==> config.mk <==
export PLATFORM = sky130hd
export DESIGN_NAME = accbuf_reader
export DESIGN_NICKNAME = d
export VERILOG_FILES = /design/src/rtl/accbuf_pkg.sv /design/src/rtl/accbuf_rd_fifo.sv /design/src/rtl/accbuf_reader.sv
export SDC_FILE = /design/constraint.sdc
export NUM_CORES = 1
export LEC_CHECK = 0
export BUFFER_PORTS_ARGS = -buffer_cell sky130_fd_sc_hd__buf_2
export CORE_MARGIN = 4
export CORE_UTILIZATION = 40
export CTS_BUF_LIST = sky130_fd_sc_hd__clkbuf_16
export DETAILED_ROUTE_END_ITERATION = 7
export PLACE_DENSITY = 0.57
export SYNTH_ARGS = -nofsm -noshare
export SYNTH_HDL_FRONTEND = slang
export SYNTH_SLANG_ARGS = --single-unit
==> constraint.sdc <==
create_clock -name clk -period 7.6 [get_ports clk]
set_input_delay 0.76 -clock clk [delete_from_list [all_inputs] [get_ports clk]]
set_output_delay 0.76 -clock clk [all_outputs]
set_load 0.01 [all_outputs]
==> src/rtl/accbuf_pkg.sv <==
// Shared types and header packing for the accbuf read-back path.
package accbuf_pkg;

  typedef enum logic [1:0] {
    IDLE  = 2'd0,
    READ  = 2'd1,
    DRAIN = 2'd2,
    DONE  = 2'd3
  } state_t;

  localparam logic [15:0] ACCBUF_HDR_MAGIC = 16'hACCB;
  localparam int unsigned HDR_CNT_W        = 33;

  // Header beat: magic, zero pad, then the entry count zero-extended to 33 bits.
  function automatic logic [63:0] pack_hdr(input logic [HDR_CNT_W-1:0] cnt);
    return {ACCBUF_HDR_MAGIC, 15'd0, cnt};
  endfunction

endpackage

==> src/rtl/accbuf_rd_fifo.sv <==
// Small synchronous FIFO buffering BRAM returns ahead of the output stream.
module accbuf_rd_fifo #(
  parameter int unsigned DEPTH = 4,
  parameter int unsigned WIDTH = 65
) (
  input  logic                         clk,
  input  logic                         reset,
  input  logic                         push,
  input  logic [WIDTH-1:0]             push_data,
  input  logic                         pop,
  output logic [WIDTH-1:0]             head,
  output logic [$clog2(DEPTH+1)-1:0]   count
);

  localparam int unsigned PTR_W = $clog2(DEPTH);
  localparam int unsigned CNT_W = $clog2(DEPTH + 1);

  logic [WIDTH-1:0] mem [DEPTH];
  logic [PTR_W-1:0] wptr;
  logic [PTR_W-1:0] rptr;
  logic             do_pop;

  assign do_pop = pop && (count != '0);
  // Head reads as zero while empty so the stream data is clean between drains.
  assign head   = (count != '0) ? mem[rptr] : '0;

  always_ff @(posedge clk) begin
    if (reset) begin
      wptr  <= '0;
      rptr  <= '0;
      count <= '0;
      for (int i = 0; i < int'(DEPTH); i++) mem[i] <= '0;
    end else begin
      if (push) begin
        mem[wptr] <= push_data;
        wptr      <= (wptr == PTR_W'(DEPTH - 1)) ? '0 : wptr + PTR_W'(1);
      end
      if (do_pop) begin
        rptr <= (rptr == PTR_W'(DEPTH - 1)) ? '0 : rptr + PTR_W'(1);
      end
      count <= count + CNT_W'(push) - CNT_W'(do_pop);
    end
  end

endmodule

==> src/rtl/accbuf_reader.sv <==
// Drains one accbuf channel through the BRAM read port into a valid/ready stream.
// Optional header beat per drain when ACCBUF_READER_HDR_EN is defined.
module accbuf_reader
  import accbuf_pkg::*;
#(
  parameter int unsigned ADDR_WIDTH   = 10,
  parameter int unsigned DATA_WIDTH   = 64,
  parameter int unsigned READ_LATENCY = 2,
  parameter int unsigned FIFO_DEPTH   = READ_LATENCY + 2
) (
  input  logic                  clk,
  input  logic                  reset,
  input  logic                  start,
  input  logic [ADDR_WIDTH:0]   wr_count,
  output logic [ADDR_WIDTH-1:0] rd_addr,
  output logic                  rd_en,
  input  logic [DATA_WIDTH-1:0] rd_data,
  output logic [DATA_WIDTH-1:0] tdata,
  output logic                  tvalid,
  input  logic                  tready,
  output logic                  tlast,
  output logic                  busy,
  output logic                  done
);

  localparam int unsigned CNT_W  = ADDR_WIDTH + 1;
  localparam int unsigned FCNT_W = $clog2(FIFO_DEPTH + 1);
  localparam int unsigned OCC_W  = $clog2(FIFO_DEPTH + READ_LATENCY + 2) + 1;

  state_t                  state, state_nxt;
  logic [READ_LATENCY-1:0] inflight;
  logic [CNT_W-1:0]        total;
  logic [CNT_W-1:0]        issue_left;
  logic [CNT_W-1:0]        next_addr;
  logic [CNT_W-1:0]        push_idx;
  logic                    issue;
  logic                    beat;
  logic                    drain_end;
  logic                    credit_ok;
  logic [OCC_W-1:0]        occ;
  logic                    hdr_push;
  logic                    hdr_tlast;
  logic [DATA_WIDTH-1:0]   hdr_word;
  logic                    data_push;
  logic                    data_tlast;
  logic                    fifo_push;
  logic [DATA_WIDTH:0]     fifo_din;
  logic [DATA_WIDTH:0]     fifo_head;
  logic [FCNT_W-1:0]       fifo_count;

`ifdef ACCBUF_READER_HDR_EN
  assign hdr_push  = (state == IDLE) && start;
  assign hdr_tlast = (wr_count == '0);
  assign hdr_word  = DATA_WIDTH'(pack_hdr(HDR_CNT_W'(wr_count)));
  assign drain_end = beat && tlast;
`else
  assign hdr_push  = 1'b0;
  assign hdr_tlast = 1'b0;
  assign hdr_word  = '0;
  // An empty drain has no beats to wait for.
  assign drain_end = (beat && tlast) || (total == '0);
`endif

  assign tvalid = (fifo_count != '0);
  assign tdata  = fifo_head[DATA_WIDTH-1:0];
  assign tlast  = fifo_head[DATA_WIDTH];
  assign beat   = tvalid && tready;
  assign busy   = (state != IDLE);
  assign done   = (state == DONE);

  // Occupancy after this edge before any new issue: buffered + in flight + header - pop.
  assign occ       = OCC_W'(fifo_count) + OCC_W'($countones(inflight)) + OCC_W'(rd_en)
                   + OCC_W'(hdr_push) - OCC_W'(beat);
  assign credit_ok = (occ < OCC_W'(FIFO_DEPTH));

  assign data_push  = inflight[READ_LATENCY-1];
  assign data_tlast = (push_idx == total - CNT_W'(1));
  assign fifo_push  = data_push || hdr_push;
  assign fifo_din   = hdr_push ? {hdr_tlast, hdr_word} : {data_tlast, rd_data};

  always_comb begin
    state_nxt = state;
    issue     = 1'b0;
    case (state)
      IDLE: begin
        if (start) begin
          // Zero-length drains pass through DRAIN so done lands two cycles after start.
          if (wr_count == '0) begin
            state_nxt = DRAIN;
          end else begin
            state_nxt = READ;
            issue     = credit_ok;
          end
        end
      end
      READ: begin
        if (issue_left == '0) state_nxt = DRAIN;
        else                  issue     = credit_ok;
      end
      DRAIN: begin
        if (drain_end) state_nxt = DONE;
      end
      DONE:    state_nxt = IDLE;
      default: state_nxt = IDLE;
    endcase
  end

  always_ff @(posedge clk) begin
    if (reset) begin
      state      <= IDLE;
      inflight   <= '0;
      rd_en      <= 1'b0;
      rd_addr    <= '0;
      total      <= '0;
      issue_left <= '0;
      next_addr  <= '0;
      push_idx   <= '0;
    end else begin
      state    <= state_nxt;
      inflight <= (inflight << 1) | READ_LATENCY'(rd_en);
      rd_en    <= issue;
      if (state == IDLE && start) begin
        total      <= wr_count;
        issue_left <= wr_count - CNT_W'(issue);
        next_addr  <= CNT_W'(issue);
        rd_addr    <= '0;
        push_idx   <= '0;
      end else begin
        if (issue) begin
          rd_addr    <= ADDR_WIDTH'(next_addr);
          next_addr  <= next_addr + CNT_W'(1);
          issue_left <= issue_left - CNT_W'(1);
        end
        if (data_push) push_idx <= push_idx + CNT_W'(1);
      end
    end
  end

  accbuf_rd_fifo #(
    .DEPTH (FIFO_DEPTH),
    .WIDTH (DATA_WIDTH + 1)
  ) u_fifo (
    .clk       (clk),
    .reset     (reset),
    .push      (fifo_push),
    .push_data (fifo_din),
    .pop       (beat),
    .head      (fifo_head),
    .count     (fifo_count)
  );

endmodule
==> reports/qor.csv <==
metric,value,unit
status,"complete, no violations",
drive_gt1_share,22.85,%
synth_cells,1154,
grt_pass1_vias,9549,
post-route-period-util,68.24,%
cts_hold_buf,0,
hp-start,rd_addr[5],
start_util,40.42,%
syn_to_final_growth,16.16,%
clkTransAtPathRegs,0.05,ns
wire_per_inst,18.84,µm
grt_first_pass_wirelength,53690,µm
synthTopCellsByArea,"edfxtp_1, and2_1, mux4_2",
hold_path_class,register to register,
max_slew_margin,29.40,%
cts-htree-levels,2,
clock_tree.buffer_depth,3,
synth_edf_count,260,
cts_made_buffers,37,
grt_max_degree,69,
finalSetupViolCount,0,
worst_pin_slew,1.059,ns
multi_input_area,0.005702,mm²
clock_sinks,327,
cts_tree,built,
synth_ff_type,edfxtp_1,
hold_ws,0.4559,ns
min_period,5.186,ns
pin_count,158,
grt_setup_unrepaired,false,
max_freq,192.8,MHz
r2r_cells,22,
io_buffers,157,
utilization,46.95,%
synth.most_common_cell,and2_1,
drt_pass1_iterations,4,
crit_path_start_kind,register,
std_cell_rows,71,
place_inst,1765,
cts_root_buffer,clkbuf_16,
clock_skew,0.01759,ns
hold_depth,2,
worstReg2RegStart,u_fifo.count[1],
whs_endpoint,rd_addr[5],
regArea,0.009156,mm²
instances_no_fill,1834,
yosysTopAreaCell,edfxtp_1,
post_cts_buffers,0,
viasPerCell,5.027,
critPathKind,register to register,
grtUsageTotal,16.63,%
drc_errors,0,
rrSetupSlack,2.41,ns
drv_cap,0,
fin_nets,1395,
num_vias,9220,
p_leak,6.763,nW
critPathMaxFanout,68,
fill_cells,3433,
grt_overflow,0,
finalWirelength,34550,µm
yosysWarnings,0,
synth_top_cell_area_share,51.41,%
clk-insertion-delay-late,0.53,ns
required,8.05,ns
antenna_found_initial,4,
ir_drop,0.1600,mV
fp.dieH,202.9,µm
hold_viol_final,0,
die-area,0.04115,mm²
first_iter_violations,493,
cts-resized-gates,0,
power_density,291.3,mW/mm²
timing.rr.end,issue_left[10],
yosysSeqAreaShare,60.24,%
postSynth.asyncResetShare,0,%
dp_hpwl,19700,µm
synth_common_cells,"and2_1, edfxtp_1, nand2_1",
cp_data_arrival_time,5.63,ns
crit_path_end_kind,register,
die_w,202.9,µm
power,5.139,mW
synth_cell_types,53,
syn_area,0.01519,mm²
gp_congestion,0.7626,
synthesis.nets,1256,
drv_slew,0,
core_area,0.03758,mm²
setup_tns,0,ns
synth-seq-cells,327,
ant_nets,0,
avgSynthCellArea,13.16,µm²
==> sequential cells by signal, summed over array words and instances, names as in the netlist, named ones only <==
register and count:
rd_en 1, u_fifo.count 3, state 2, issue_left 11, push_idx 11, inflight 2, total 11, u_fifo.wptr 2
u_fifo.mem 260, rd_addr 10, u_fifo.rptr 2, next_addr 10
==> power breakdown <==
group	leakage (nW)	internal, mW	switching (mW)
combinational	2.94	0.556	0.714
clock	0.595	1.00	0.692
sequential	3.23	2.04	0.133
total	6.76	3.60	1.54
==> worst max-delay path, cell delays in order (launching register included) <==
cell	delay (ns)
dfxtp_1	0.36
inv_1	0.10
nand3_2	0.08
buf_4	0.58
nand2_1	0.22
inv_1	0.15
ha_1	0.15
inv_1	0.06
fa_1	0.39
ha_1	0.28
a31o_1	0.18
nor3_1	0.39
o22ai_2	0.15
buf_4	0.24
inv_1	0.27
ha_1	0.24
ha_1	0.17
nand2b_1	0.09
or3_1	0.36
nor4_1	0.24
xor2_1	0.17
nand2_1	0.07
a21oi_1	0.16
==> layout by cell type, fill, tap and decap left out, drive strengths merged, types with 3 or more instances in the layout <==
cell	Yosys	layout
clkinv	0	14
buf	13	171
nand3	7	7
nand4	8	8
and3	5	5
nor2	47	47
a211oi	8	8
dfxtp	67	67
nor3b	3	3
nor4	8	8
xor2	25	25
ha	21	21
nor4b	5	5
nand2b	6	6
or2	3	3
inv	25	33
mux2i	4	4
o21a	3	3
xnor2	20	20
or3	8	8
edfxtp	260	260
clkbuf	58	38
o21ai	12	12
diode	0	6
and2	322	322
nand2	69	69
a21oi	39	39
nor3	17	17
bufinv	0	3
mux4	65	65
==> routing by layer <==
| metal | vias up | track usage (%) | share of wire, % |
|---|---|---|---|
| met4 | 2 | 5.238 | 2.0 |
| met2 | 177 | 28.42 | 49 |
| met1 | 4617 | 21.66 | 44 |
| met3 | 42 | 3.083 | 4.2 |
| li1 | 4382 | - | - |
| met5 | - | 0 | 0.032 |
==> kinds of logic (layout without fill, tap and decap cells) <==
family	after synthesis	count (layout)	share of synthesized area, %
mux	69	69	9.903
other cells	0	6	0
simple gates	515	515	19.55
fa+ha+maj	23	23	1.994
flops	327	327	60.24
xor+xnor	45	45	2.595
buf+inv	96	259	2.504
compound gates	79	79	3.213
==> worst max-delay path by stage <==
stage	from	to	slack, ns	cells after the start
6_report	u_fifo.count[1]	issue_left[10]	2.41	22
5_1_grt	u_fifo.count[1]	issue_left[10]	2.00	22
4_1_cts	u_fifo.count[1]	issue_left[10]	2.35	22
3_5_place_dp	u_fifo.count[1]	issue_left[10]	2.36	22
3_3_place_gp	u_fifo.count[1]	issue_left[10]	2.51	22
2_1_floorplan	tready	issue_left[10]	3.21	19
==> per-stage QoR <==
stage / worst slack, ns / instance area (µm²)
5_1_grt: 1.997 / 17630
2_1_floorplan: 3.208 / 15190
3_5_place_dp: 2.362 / 16480
3_3_place_gp: 2.510 / 16480
4_1_cts: 2.347 / 17630
6_report: 2.414 / 17640
==> cell type report <==
| cell class | count | area share (%) |
|---|---|---|
| multi-input cells | 731 | 32.32 |
| repair buffers | 171 | 5.050 |
| inverters | 25 | 0.5320 |
| flip-flops and latches | 327 | 51.90 |
| well taps | 511 | 3.624 |
| clock inverters | 25 | 1.092 |
| diodes | 6 | 0.08511 |
| clock buffers | 38 | 5.390 |
Power figures use the tool's default switching activity.
